===== src/rtl/rice_enc_if.sv =====
// Handshake bundle for the Golomb-Rice encoder: sample input, word output, flush control.
interface rice_enc_if #(
    parameter int unsigned W_DATA = 16,
    parameter int unsigned W_K    = 4,
    parameter int unsigned W_OUT  = 32
);
    logic              in_valid;
    logic              in_ready;
    logic [W_DATA-1:0] in_data;
    logic [W_K-1:0]    in_k;
    logic              flush;
    logic              out_valid;
    logic              out_ready;
    logic [W_OUT-1:0]  out_data;
    logic              out_last;
    logic              flush_done;
    logic              err;

    modport master (
        output in_valid, in_data, in_k, flush, out_ready,
        input  in_ready, out_valid, out_data, out_last, flush_done, err
    );

    modport slave (
        input  in_valid, in_data, in_k, flush, out_ready,
        output in_ready, out_valid, out_data, out_last, flush_done, err
    );
endinterface


===== src/rtl/rice_encoder.sv =====
// Golomb-Rice encoder packing codewords MSB-first into W_OUT-bit words, with flush/last.
// Optional escape coding for large quotients is enabled by defining RICE_ENC_ESCAPE_EN.
module rice_encoder #(
    parameter int unsigned W_DATA = 16,
    parameter int unsigned W_K    = 4,
    parameter int unsigned W_OUT  = 32,
    parameter int unsigned Q_ESC  = 15
) (
    input  logic     clk,
    input  logic     rst_n,
    rice_enc_if.slave bus
);
    localparam int unsigned W_ACC  = 2 * W_OUT;
    localparam int unsigned W_FILL = $clog2(W_ACC + 1);

    localparam logic [1:0] S_RUN   = 2'd0;
    localparam logic [1:0] S_FLUSH = 2'd1;
    localparam logic [1:0] S_DONE  = 2'd2;

    logic [1:0]        state_q, state_d;
    logic [W_ACC-1:0]  acc_q, acc_d;
    logic [W_FILL-1:0] fill_q, fill_d;
    logic              err_q, err_d;
    logic              out_valid_q, out_valid_d;
    logic              out_last_q, out_last_d;
    logic [W_OUT-1:0]  out_data_q, out_data_d;
    logic              in_ready_q, in_ready_d;
    logic              flush_done_q, flush_done_d;

    logic [W_K-1:0]    k_eff;
    logic [W_DATA-1:0] quo;
    logic [W_DATA-1:0] rem;
    logic              is_esc;
    logic [W_OUT-1:0]  cw_val;
    logic [W_FILL-1:0] cw_len;
    logic [W_ACC-1:0]  cw_acc;
    logic              accept;
    logic              pop;

    // Codeword formation: right-aligned value plus length, then placed just below the fill point.
    always_comb begin
        k_eff = bus.in_k;
        if (32'(bus.in_k) >= W_DATA) k_eff = W_K'(W_DATA - 1);
        quo    = bus.in_data >> k_eff;
        rem    = bus.in_data & ((W_DATA'(1) << k_eff) - W_DATA'(1));
        is_esc = (quo >= W_DATA'(Q_ESC));
        cw_val = (W_OUT'(1) << k_eff) | W_OUT'(rem);
        cw_len = W_FILL'(quo) + W_FILL'(k_eff) + W_FILL'(1);
        if (is_esc) begin
`ifdef RICE_ENC_ESCAPE_EN
            cw_val = (W_OUT'(1) << W_DATA) | W_OUT'(bus.in_data);
            cw_len = W_FILL'(Q_ESC + 1 + W_DATA);
`else
            cw_val = '0;
            cw_len = '0;
`endif
        end
        cw_acc = W_ACC'(cw_val) << (W_FILL'(W_ACC) - fill_q - cw_len);
    end

    assign accept = bus.in_valid && in_ready_q;
    assign pop    = out_valid_q && bus.out_ready;

    // Next-state: accumulator, fill, FSM, and registered outputs decoded from the next state.
    always_comb begin
        state_d = state_q;
        acc_d   = acc_q;
        fill_d  = fill_q;
        err_d   = err_q;

        case (state_q)
            S_RUN: begin
                if (pop) begin
                    acc_d  = acc_q << W_OUT;
                    fill_d = fill_q - W_FILL'(W_OUT);
                end else if (accept) begin
                    acc_d  = acc_q | cw_acc;
                    fill_d = fill_q + cw_len;
`ifdef RICE_ENC_ESCAPE_EN
                    err_d  = 1'b0;
`else
                    if (is_esc) err_d = 1'b1;
`endif
                end
                if (bus.flush) state_d = S_FLUSH;
            end
            S_FLUSH: begin
                if (fill_q == '0) begin
                    state_d = S_DONE;
                end else if (pop) begin
                    acc_d = acc_q << W_OUT;
                    if (fill_q >= W_FILL'(W_OUT)) begin
                        fill_d = fill_q - W_FILL'(W_OUT);
                    end else begin
                        fill_d  = '0;
                        state_d = S_DONE;
                    end
                end
            end
            S_DONE:  state_d = S_RUN;
            default: state_d = S_RUN;
        endcase

        out_valid_d  = ((state_d == S_RUN) && (fill_d >= W_FILL'(W_OUT))) ||
                       ((state_d == S_FLUSH) && (fill_d != '0));
        out_last_d   = (state_d == S_FLUSH) && (fill_d != '0) && (fill_d < W_FILL'(W_OUT));
        out_data_d   = acc_d[W_ACC-1 -: W_OUT];
        in_ready_d   = (state_d == S_RUN) && (fill_d < W_FILL'(W_OUT));
        flush_done_d = (state_d == S_DONE);
    end

    always_ff @(posedge clk or negedge rst_n) begin
        if (!rst_n) begin
            state_q      <= S_RUN;
            acc_q        <= '0;
            fill_q       <= '0;
            err_q        <= 1'b0;
            out_valid_q  <= 1'b0;
            out_last_q   <= 1'b0;
            out_data_q   <= '0;
            in_ready_q   <= 1'b1;
            flush_done_q <= 1'b0;
        end else begin
            state_q      <= state_d;
            acc_q        <= acc_d;
            fill_q       <= fill_d;
            err_q        <= err_d;
            out_valid_q  <= out_valid_d;
            out_last_q   <= out_last_d;
            out_data_q   <= out_data_d;
            in_ready_q   <= in_ready_d;
            flush_done_q <= flush_done_d;
        end
    end

    assign bus.in_ready   = in_ready_q;
    assign bus.out_valid  = out_valid_q;
    assign bus.out_last   = out_last_q;
    assign bus.out_data   = out_data_q;
    assign bus.flush_done = flush_done_q;
    assign bus.err        = err_q;
endmodule


===== src/flat_wrapper.sv =====
// flat-port wrapper written by rule: the top's interface ports become plain ports
module rice_encoder_flat 
#(
    parameter int unsigned W_DATA = 16,
    parameter int unsigned W_K    = 4,
    parameter int unsigned W_OUT  = 32,
    parameter int unsigned Q_ESC  = 15
)
  (clk, rst_n, bus_in_valid, bus_in_data, bus_in_k, bus_flush, bus_out_ready, bus_in_ready, bus_out_valid, bus_out_data, bus_out_last, bus_flush_done, bus_err);
  rice_enc_if #(.W_DATA(W_DATA), .W_K(W_K), .W_OUT(W_OUT)) bus_i ();
  input  logic clk;
  input  logic rst_n;
  input wire logic [$bits(bus_i.in_valid)-1:0] bus_in_valid;
  input wire logic [$bits(bus_i.in_data)-1:0] bus_in_data;
  input wire logic [$bits(bus_i.in_k)-1:0] bus_in_k;
  input wire logic [$bits(bus_i.flush)-1:0] bus_flush;
  input wire logic [$bits(bus_i.out_ready)-1:0] bus_out_ready;
  output wire logic [$bits(bus_i.in_ready)-1:0] bus_in_ready;
  output wire logic [$bits(bus_i.out_valid)-1:0] bus_out_valid;
  output wire logic [$bits(bus_i.out_data)-1:0] bus_out_data;
  output wire logic [$bits(bus_i.out_last)-1:0] bus_out_last;
  output wire logic [$bits(bus_i.flush_done)-1:0] bus_flush_done;
  output wire logic [$bits(bus_i.err)-1:0] bus_err;
  assign bus_i.in_valid = bus_in_valid;
  assign bus_i.in_data = bus_in_data;
  assign bus_i.in_k = bus_in_k;
  assign bus_i.flush = bus_flush;
  assign bus_i.out_ready = bus_out_ready;
  assign bus_in_ready = bus_i.in_ready;
  assign bus_out_valid = bus_i.out_valid;
  assign bus_out_data = bus_i.out_data;
  assign bus_out_last = bus_i.out_last;
  assign bus_flush_done = bus_i.flush_done;
  assign bus_err = bus_i.err;
  rice_encoder #(.W_DATA(W_DATA), .W_K(W_K), .W_OUT(W_OUT), .Q_ESC(Q_ESC)) u_core (.clk(clk), .rst_n(rst_n), .bus(bus_i));
endmodule

===== config.mk =====
export PLATFORM = sky130hd
export DESIGN_NAME = rice_encoder_flat
export DESIGN_NICKNAME = d
export VERILOG_FILES = /design/src/rtl/rice_enc_if.sv /design/src/rtl/rice_encoder.sv /design/src/flat_wrapper.sv
export SDC_FILE = /design/constraint.sdc
export NUM_CORES = 1
export LEC_CHECK = 0
export ABC_CLOCK_PERIOD_IN_PS = 6610
export CAP_MARGIN = 10
export CORE_MARGIN = 5
export CORE_UTILIZATION = 35
export CTS_CLUSTER_SIZE = 16
export DETAILED_ROUTE_END_ITERATION = 7
export PLACE_DENSITY = 0.58
export RECOVER_POWER = 100
export SYNTH_ARGS = -nofsm -noshare
export SYNTH_HDL_FRONTEND = slang
export SYNTH_SLANG_ARGS = --single-unit

===== constraint.sdc =====
create_clock -name clk -period 6.61 [get_ports clk]
set_clock_uncertainty 0.2 [all_clocks]
set_input_delay 0.661 -clock clk [delete_from_list [all_inputs] [get_ports clk]]
set_output_delay 0.661 -clock clk [all_outputs]
set_load 0.01 [all_outputs]

# Yosys cells after proc, flatten, opt, wreduce, memory -nomap -nowiden
# Index checks and enable logic that the tools add are counted.
# totals
register_bits	78
out_inout_bits	37
in_bits	25
mem_bits_rw	0
latch_bits	0
memories	0
romBits	0
elab_cells	66
# classes
n_eq_ne	6
shifts	4
n_mux	18
magnitude_cmp	4
reduce_logical	14
mul	0
bitwise	4
addsub	7
div	0
# op_table
operator	count
two-way mux 64 bit	4
one-hot mux 64 bit (2 select lines)	1
OR 64 bit	1
<< shifter 32 x 7 -> 64 bit	1
two-way mux 7 bit	6
two-way mux 32 bit	1
OR 32 x 16 -> 32 bit	1
<< shifter 1 x 4 -> 32 bit, first input constant	1
AND 16 bit	1
greater-or-equal comparator 16 x 4 -> 1 bit, second input constant	1
<< shifter 1 x 4 -> 16 bit, first input constant	1
>> shifter 16 x 4 -> 16 bit	1
subtractor 16 x 1 -> 16 bit, second input constant	1
greater-or-equal comparator 7 x 6 -> 1 bit, second input constant	2
one-hot mux 7 bit (2 select lines)	1
two-way mux 2 bit	4
AND reduction 4 bit	2
adder 7 x 1 -> 7 bit, second input constant	1
adder 7 x 4 -> 7 bit	1
adder 7 bit	1
zero test 7 bit	1
less-than comparator 7 x 6 -> 1 bit, second input constant	1
nonzero test 7 bit	1
subtractor 7 x 6 -> 7 bit, second input constant	1
other kinds (13)	20

# Depth between registers and ports, before layout
# depth
depth_word	11
mapped_depth	26
depth_no_buf	22

# Worst setup path before layout
# No wires, ideal clock.
# synth_path
kind	input to register
start	in bus_in_k[1]
end	reg u_core.out_data_q[0] (netlist: u_core.bus.out_data[0])
setup_slack_ns	0.742
stages	22
required_ns	6.338
t_arrival_ns	5.596
setup_time_ns	0.072
path_cell_list	buf_2 mux4_2 nor2_1 a221oi_1 a311o_2 a221o_2 buf_2 nor2_1 ha_1 inv_1 ha_1 fa_1 maj3_1 a21boi_0 xor2_1 nor4_1 and2_1 clkbuf_1 a22oi_1 o21ai_0 a211oi_1 nor2_1
# synth_between
elab_chain_cells	10
word_cells_on_any_way	17
cone_classes	4 x add/sub; 1 x order compare; 4 x shift; 5 x mux; 3 x bitwise
# synth_rtl
item	line	text
start, declared	flat_wrapper.sv:15	input wire logic [$bits(bus_i.in_k)-1:0] bus_in_k;
>> shifter 16 x 4 -> 16 bit / << shifter 1 x 4 -> 16 bit (equally long branches)	rice_encoder.sv:44, rice_encoder.sv:45	
adder 7 x 4 -> 7 bit / subtractor 16 x 1 -> 16 bit (equally long branches)	rice_encoder.sv:48, rice_encoder.sv:45	
adder 7 x 1 -> 7 bit / AND 16 bit (equally long branches)	rice_encoder.sv:48, rice_encoder.sv:45	
two-way mux 7 bit / OR 32 x 16 -> 32 bit (equally long branches)	rice_encoder.sv:49, rice_encoder.sv:47	
subtractor 7 bit / two-way mux 32 bit (equally long branches)	rice_encoder.sv:58, rice_encoder.sv:49	
<< shifter 32 x 7 -> 64 bit (*)	rice_encoder.sv:58	cw_acc = W_ACC'(cw_val) << (W_FILL'(W_ACC) - fill_q - cw_len);
OR 64 bit (*)	rice_encoder.sv:77	acc_d = acc_q | cw_acc;
two-way mux 64 bit (*)	rice_encoder.sv:76	end else if (accept) begin
two-way mux 64 bit (*)	rice_encoder.sv:73	if (pop) begin
one-hot mux 64 bit (2 select lines) (*)	rice_encoder.sv:71	case (state_q)
end signal, assigned	rice_encoder.sv:130	out_data_q <= out_data_d;
end, declared	rice_encoder.sv:26	logic [W_OUT-1:0] out_data_q, out_data_d;
# Every way passes the cells marked *; elsewhere a longest branch is shown, timed or not. The select of a mux whose other input is x is not followed.
# A chain may end at the register's enable or synchronous reset.

# Worst setup path in the final report
# layout_path
start	in bus_in_k[2]
end	reg u_core.out_data_q[6] (netlist: u_core.bus.out_data[6])
# The elaborated chain is that of the path after synthesis.

==> results.py <==
metrics = {
    "run_status": {
        "status": "finished, violations left",
        "violated_checks": "capacitance limit, slew limit",
    },
    "die": {
        "coreArea_sq_mm": 0.0195,
        "row_count": 51,
        "floorplan.initialDensity_pct": 35.5,
        "die_area_sq_mm": 0.0227,
        "die_h_um": 151,
        "die_width_um": 151,
        "io_pins": 62,
    },
    "min_path": {
        "hold_path_class": "flip-flop to flip-flop",
        "hold_depth": 1,
    },
    "setup_path": {
        "worstSetupStartpointType": "input pin",
        "crit_path_end_kind": "flip-flop",
        "critPathKind": "input pin to flip-flop",
        "crit_fanout": 11,
        "critical_path_arrival_ps": 6250,
        "ff2ff_path_depth": 11,
        "crit_required_ps": 6670,
    },
    "global_route": {
        "grt_antenna_before_repair": 0,
        "groute.layer.met2.usage_pct": 30.5,
        "grt.met1_usage_pct": 27.2,
        "met3_usage_pct": 2.50,
        "grt_pass1_wl_mm": 34.2,
        "grt_use_total_pct": 18.8,
        "pin_count_of_the_biggest_net_entering_global_routing": 79,
        "overflow": 0,
        "most_congested_layer_reported_by_global_routing": "met2",
        "grt_pass1_vias": 6206,
    },
    "yosys": {
        "synth_async_sr_flop_share_pct": 100,
        "synth_warnings": 0,
        "post-synth-top-area-fraction_pct": 27.9,
        "post_synth_inst_count": 832,
        "ys_dominant_reg_cell": "dfrtp_1",
        "synthDominantAreaCellType": "dfrtp_1",
        "synthesis.nets": 884,
        "number_of_flops_mapped_to_enable_cells_by_yosys": 0,
        "syn-cell-area_sq_mm": 0.00691,
        "synth.area.top_cells": "dfrtp_1 (28%), mux2i_1 (6.1%), nor2_1 (5.6%), ha_1 (4.3%), buf_4 (3.6%)",
        "synthesis.area_per_instance_sq_um": 8.31,
        "synth_seq_area_share_pct": 28.3,
        "synth-seq-cells": 78,
        "yosysUniqueCellTypes": 86,
    },
    "placed_design": {
        "post-place-ws_ps": 304,
        "place_hpwl_mm": 15.7,
        "post_dp_cell_area_sq_mm": 0.00768,
        "port-buffer-count": 61,
        "place_congestion": 0.927,
        "post-place-cells": 1114,
    },
    "timing": {
        "hold_viol": 0,
        "slew_headroom_pct": -187,
        "max_freq_ghz": 0.161,
        "grt_setup_unrepaired": "false",
        "final-setup-viol-count": 0,
        "finalCritPeriodShare_pct": 93.7,
        "setup_slack_ps": 417,
        "finalCriticalPeriod_ps": 6190,
        "worstMarginPinSlew_ps": 4310,
        "fin_tns_setup_ps": 0,
        "slew_viol_final": 79,
    },
    "clock_network": {
        "cts.repair.resized": 0,
        "clkSlewWorstSetupHoldPaths_ps": 60,
        "cts.htree.levels": 3,
        "cts.sinks": 78,
        "cts_hold_repair.buffers": 0,
        "cts_inserted_buffers": 9,
        "clock_tree_from_tritoncts": "yes",
        "clk_latency_ps": 340,
        "clk_root_buffer_cell": "clkbuf_16",
        "buffers_inserted_by_post_cts_timing_repair": 0,
        "clk_path_buf_depth": 2,
    },
    "final_layout": {
        "antenna-diode-count": 0,
        "stdcell_count": 1129,
        "final.fill_count": 2034,
        "synthToLayoutAreaGrowth_pct": 15.2,
        "stdcell_area_sq_mm": 0.00796,
        "nNetsFinal": 912,
        "drive_gt1_share_pct": 10.8,
    },
    "pwr": {
        "leakagePower_nw": 3.39,
        "total_power_divided_by_cell_area_mw_per_mm2": 514,
        "max-vdd-ir-drop_mv": 0.229,
        "finalPower_w": 0.00409,
    },
    "routing": {
        "vias_per_cell": 5.72,
        "detailedRoute.firstPassIterationCount": 5,
        "routedWlPerCell_um": 18.6,
        "routed-via-count": 6458,
        "drtIter0Drc": 641,
        "route.final.wire_length_mm": 21.1,
        "drc": 0,
        "drt.antenna.violating_nets": 0,
    },
    "run": {
        "drv.max_cap_violation_count": 1,
    },
}
[worst max-delay path, cell delays in order]
cell           delay, ps
dlygate4sd3_1        790
buf_4                210
mux2i_1              280
o21ai_0              120
and2_0               170
ha_1                 200
fa_1                 400
xnor2_1              150
nand2_1               90
ha_1                 410
fa_1                 610
clkinv_1             290
buf_4                280
a21oi_1              120
a32oi_1              150
o21ai_0              790
o21ai_0              280
a21oi_1              220
[sequential cells by signal, indices dropped and copies added (netlist names)]
signal,cells
u_core.acc_q,32
u_core.bus.err,1
u_core.bus.flush_done,1
u_core.bus.in_ready,1
u_core.bus.out_data,32
u_core.bus.out_last,1
u_core.bus.out_valid,1
u_core.fill_q,7
u_core.state_q,2
[logic make-up (layout without fill, tap and decap cells)]
group | count (synthesis) | in the layout | share of synthesized area (%)
simple gates | 276 | 276 | 18.5
compound gates | 259 | 259 | 26.9
buf+inv | 115 | 147 | 8.87
flops | 78 | 78 | 28.3
mux | 57 | 57 | 9.87
fa+ha+maj | 28 | 28 | 5.36
xor+xnor | 17 | 17 | 2.15
other cells | 2 | 2 | 0.109
[cell type report]
| type | count | area (sq um) | share of cell area (%) |
|---|---|---|---|
| flip-flops and latches | 78 | 1950 | 24.5 |
| clock inverters | 5 | 83.8 | 1.05 |
| repair buffers | 104 | 913 | 11.5 |
| multi-input cells | 639 | 4330 | 54.4 |
| clock buffers | 10 | 239 | 3.00 |
| inverters | 28 | 105 | 1.32 |
| well taps | 265 | 332 | 4.17 |
[power breakdown]
group          total, W  internal (W)  switching, W
registers      0.000777      0.000650      0.000127
clock network  0.000539      0.000339      0.000200
logic           0.00278       0.00101       0.00177
total           0.00409       0.00200       0.00210
[path summary, 6_finish.rpt]
check / start / end / slack (ps)
worst max-delay path: bus_in_k[2] / u_core.bus.out_data[6] / 420
worst min-delay path: u_core.bus.err / u_core.bus.err / 260
worst max register to register: u_core.fill_q[1] / u_core.bus.out_data[6] / 2670
worst min register to register: u_core.bus.err / u_core.bus.err / 260
max in group asynchronous: rst_n / u_core.state_q[1] / 2150
min in group asynchronous: rst_n / u_core.acc_q[22] / 1630
[synth_stat cells, types with 10 or more instances]
| cell type | number |
|---|---|
| buf_2 | 10 |
| clkbuf_1 | 35 |
| nand2_1 | 62 |
| a31oi_1 | 19 |
| a21oi_1 | 46 |
| mux2i_1 | 42 |
| and2_1 | 17 |
| o21ai_0 | 48 |
| inv_1 | 25 |
| nor3_1 | 30 |
| o31ai_1 | 10 |
| o22ai_1 | 12 |
| ha_1 | 24 |
| a221oi_1 | 11 |
| nor2_1 | 103 |
| xnor2_1 | 12 |
| buf_4 | 33 |
| a22oi_1 | 12 |
| dfrtp_1 | 77 |
| nand3_1 | 11 |
| a211oi_1 | 17 |
| a21o_1 | 11 |
[metal layers]
metal | vias up | routed length, um
li1 | 3092 | -
met1 | 3115 | 9910
met2 | 236 | 9780
met3 | 15 | 1180
met4 | 0 | 182
met5 | - | 0
[per-stage QoR]
stage / hold slack [ps] / utilization (%)
2_1_floorplan: 165 / -
3_3_place_gp: 248 / 39.5
3_5_place_dp: 255 / 39.5
4_1_cts: 268 / 41.1
5_1_grt: 289 / 40.9
6_report: 259 / 40.9
[placed cells by master (no fill, tap or decap), types with 9 or more instances in the layout]
| cell type | Yosys | final |
|---|---|---|
| a211oi_1 | 17 | 17 |
| a21o_1 | 11 | 11 |
| a21oi_1 | 46 | 46 |
| a221oi_1 | 11 | 11 |
| a22oi_1 | 12 | 12 |
| a31oi_1 | 19 | 19 |
| and2_1 | 17 | 14 |
| buf_4 | 33 | 36 |
| clkbuf_16 | 0 | 9 |
| clkdlybuf4s50_1 | 0 | 20 |
| dfrtp_1 | 77 | 77 |
| dlygate4sd3_1 | 0 | 39 |
| ha_1 | 24 | 24 |
| inv_1 | 25 | 25 |
| mux2i_1 | 42 | 42 |
| nand2_1 | 62 | 62 |
| nand3_1 | 11 | 11 |
| nor2_1 | 103 | 102 |
| nor2b_1 | 9 | 9 |
| nor3_1 | 30 | 30 |
| o21ai_0 | 48 | 50 |
| o22ai_1 | 12 | 12 |
| o31ai_1 | 10 | 11 |
| xnor2_1 | 12 | 12 |
Power figures use the tool's default switching activity.
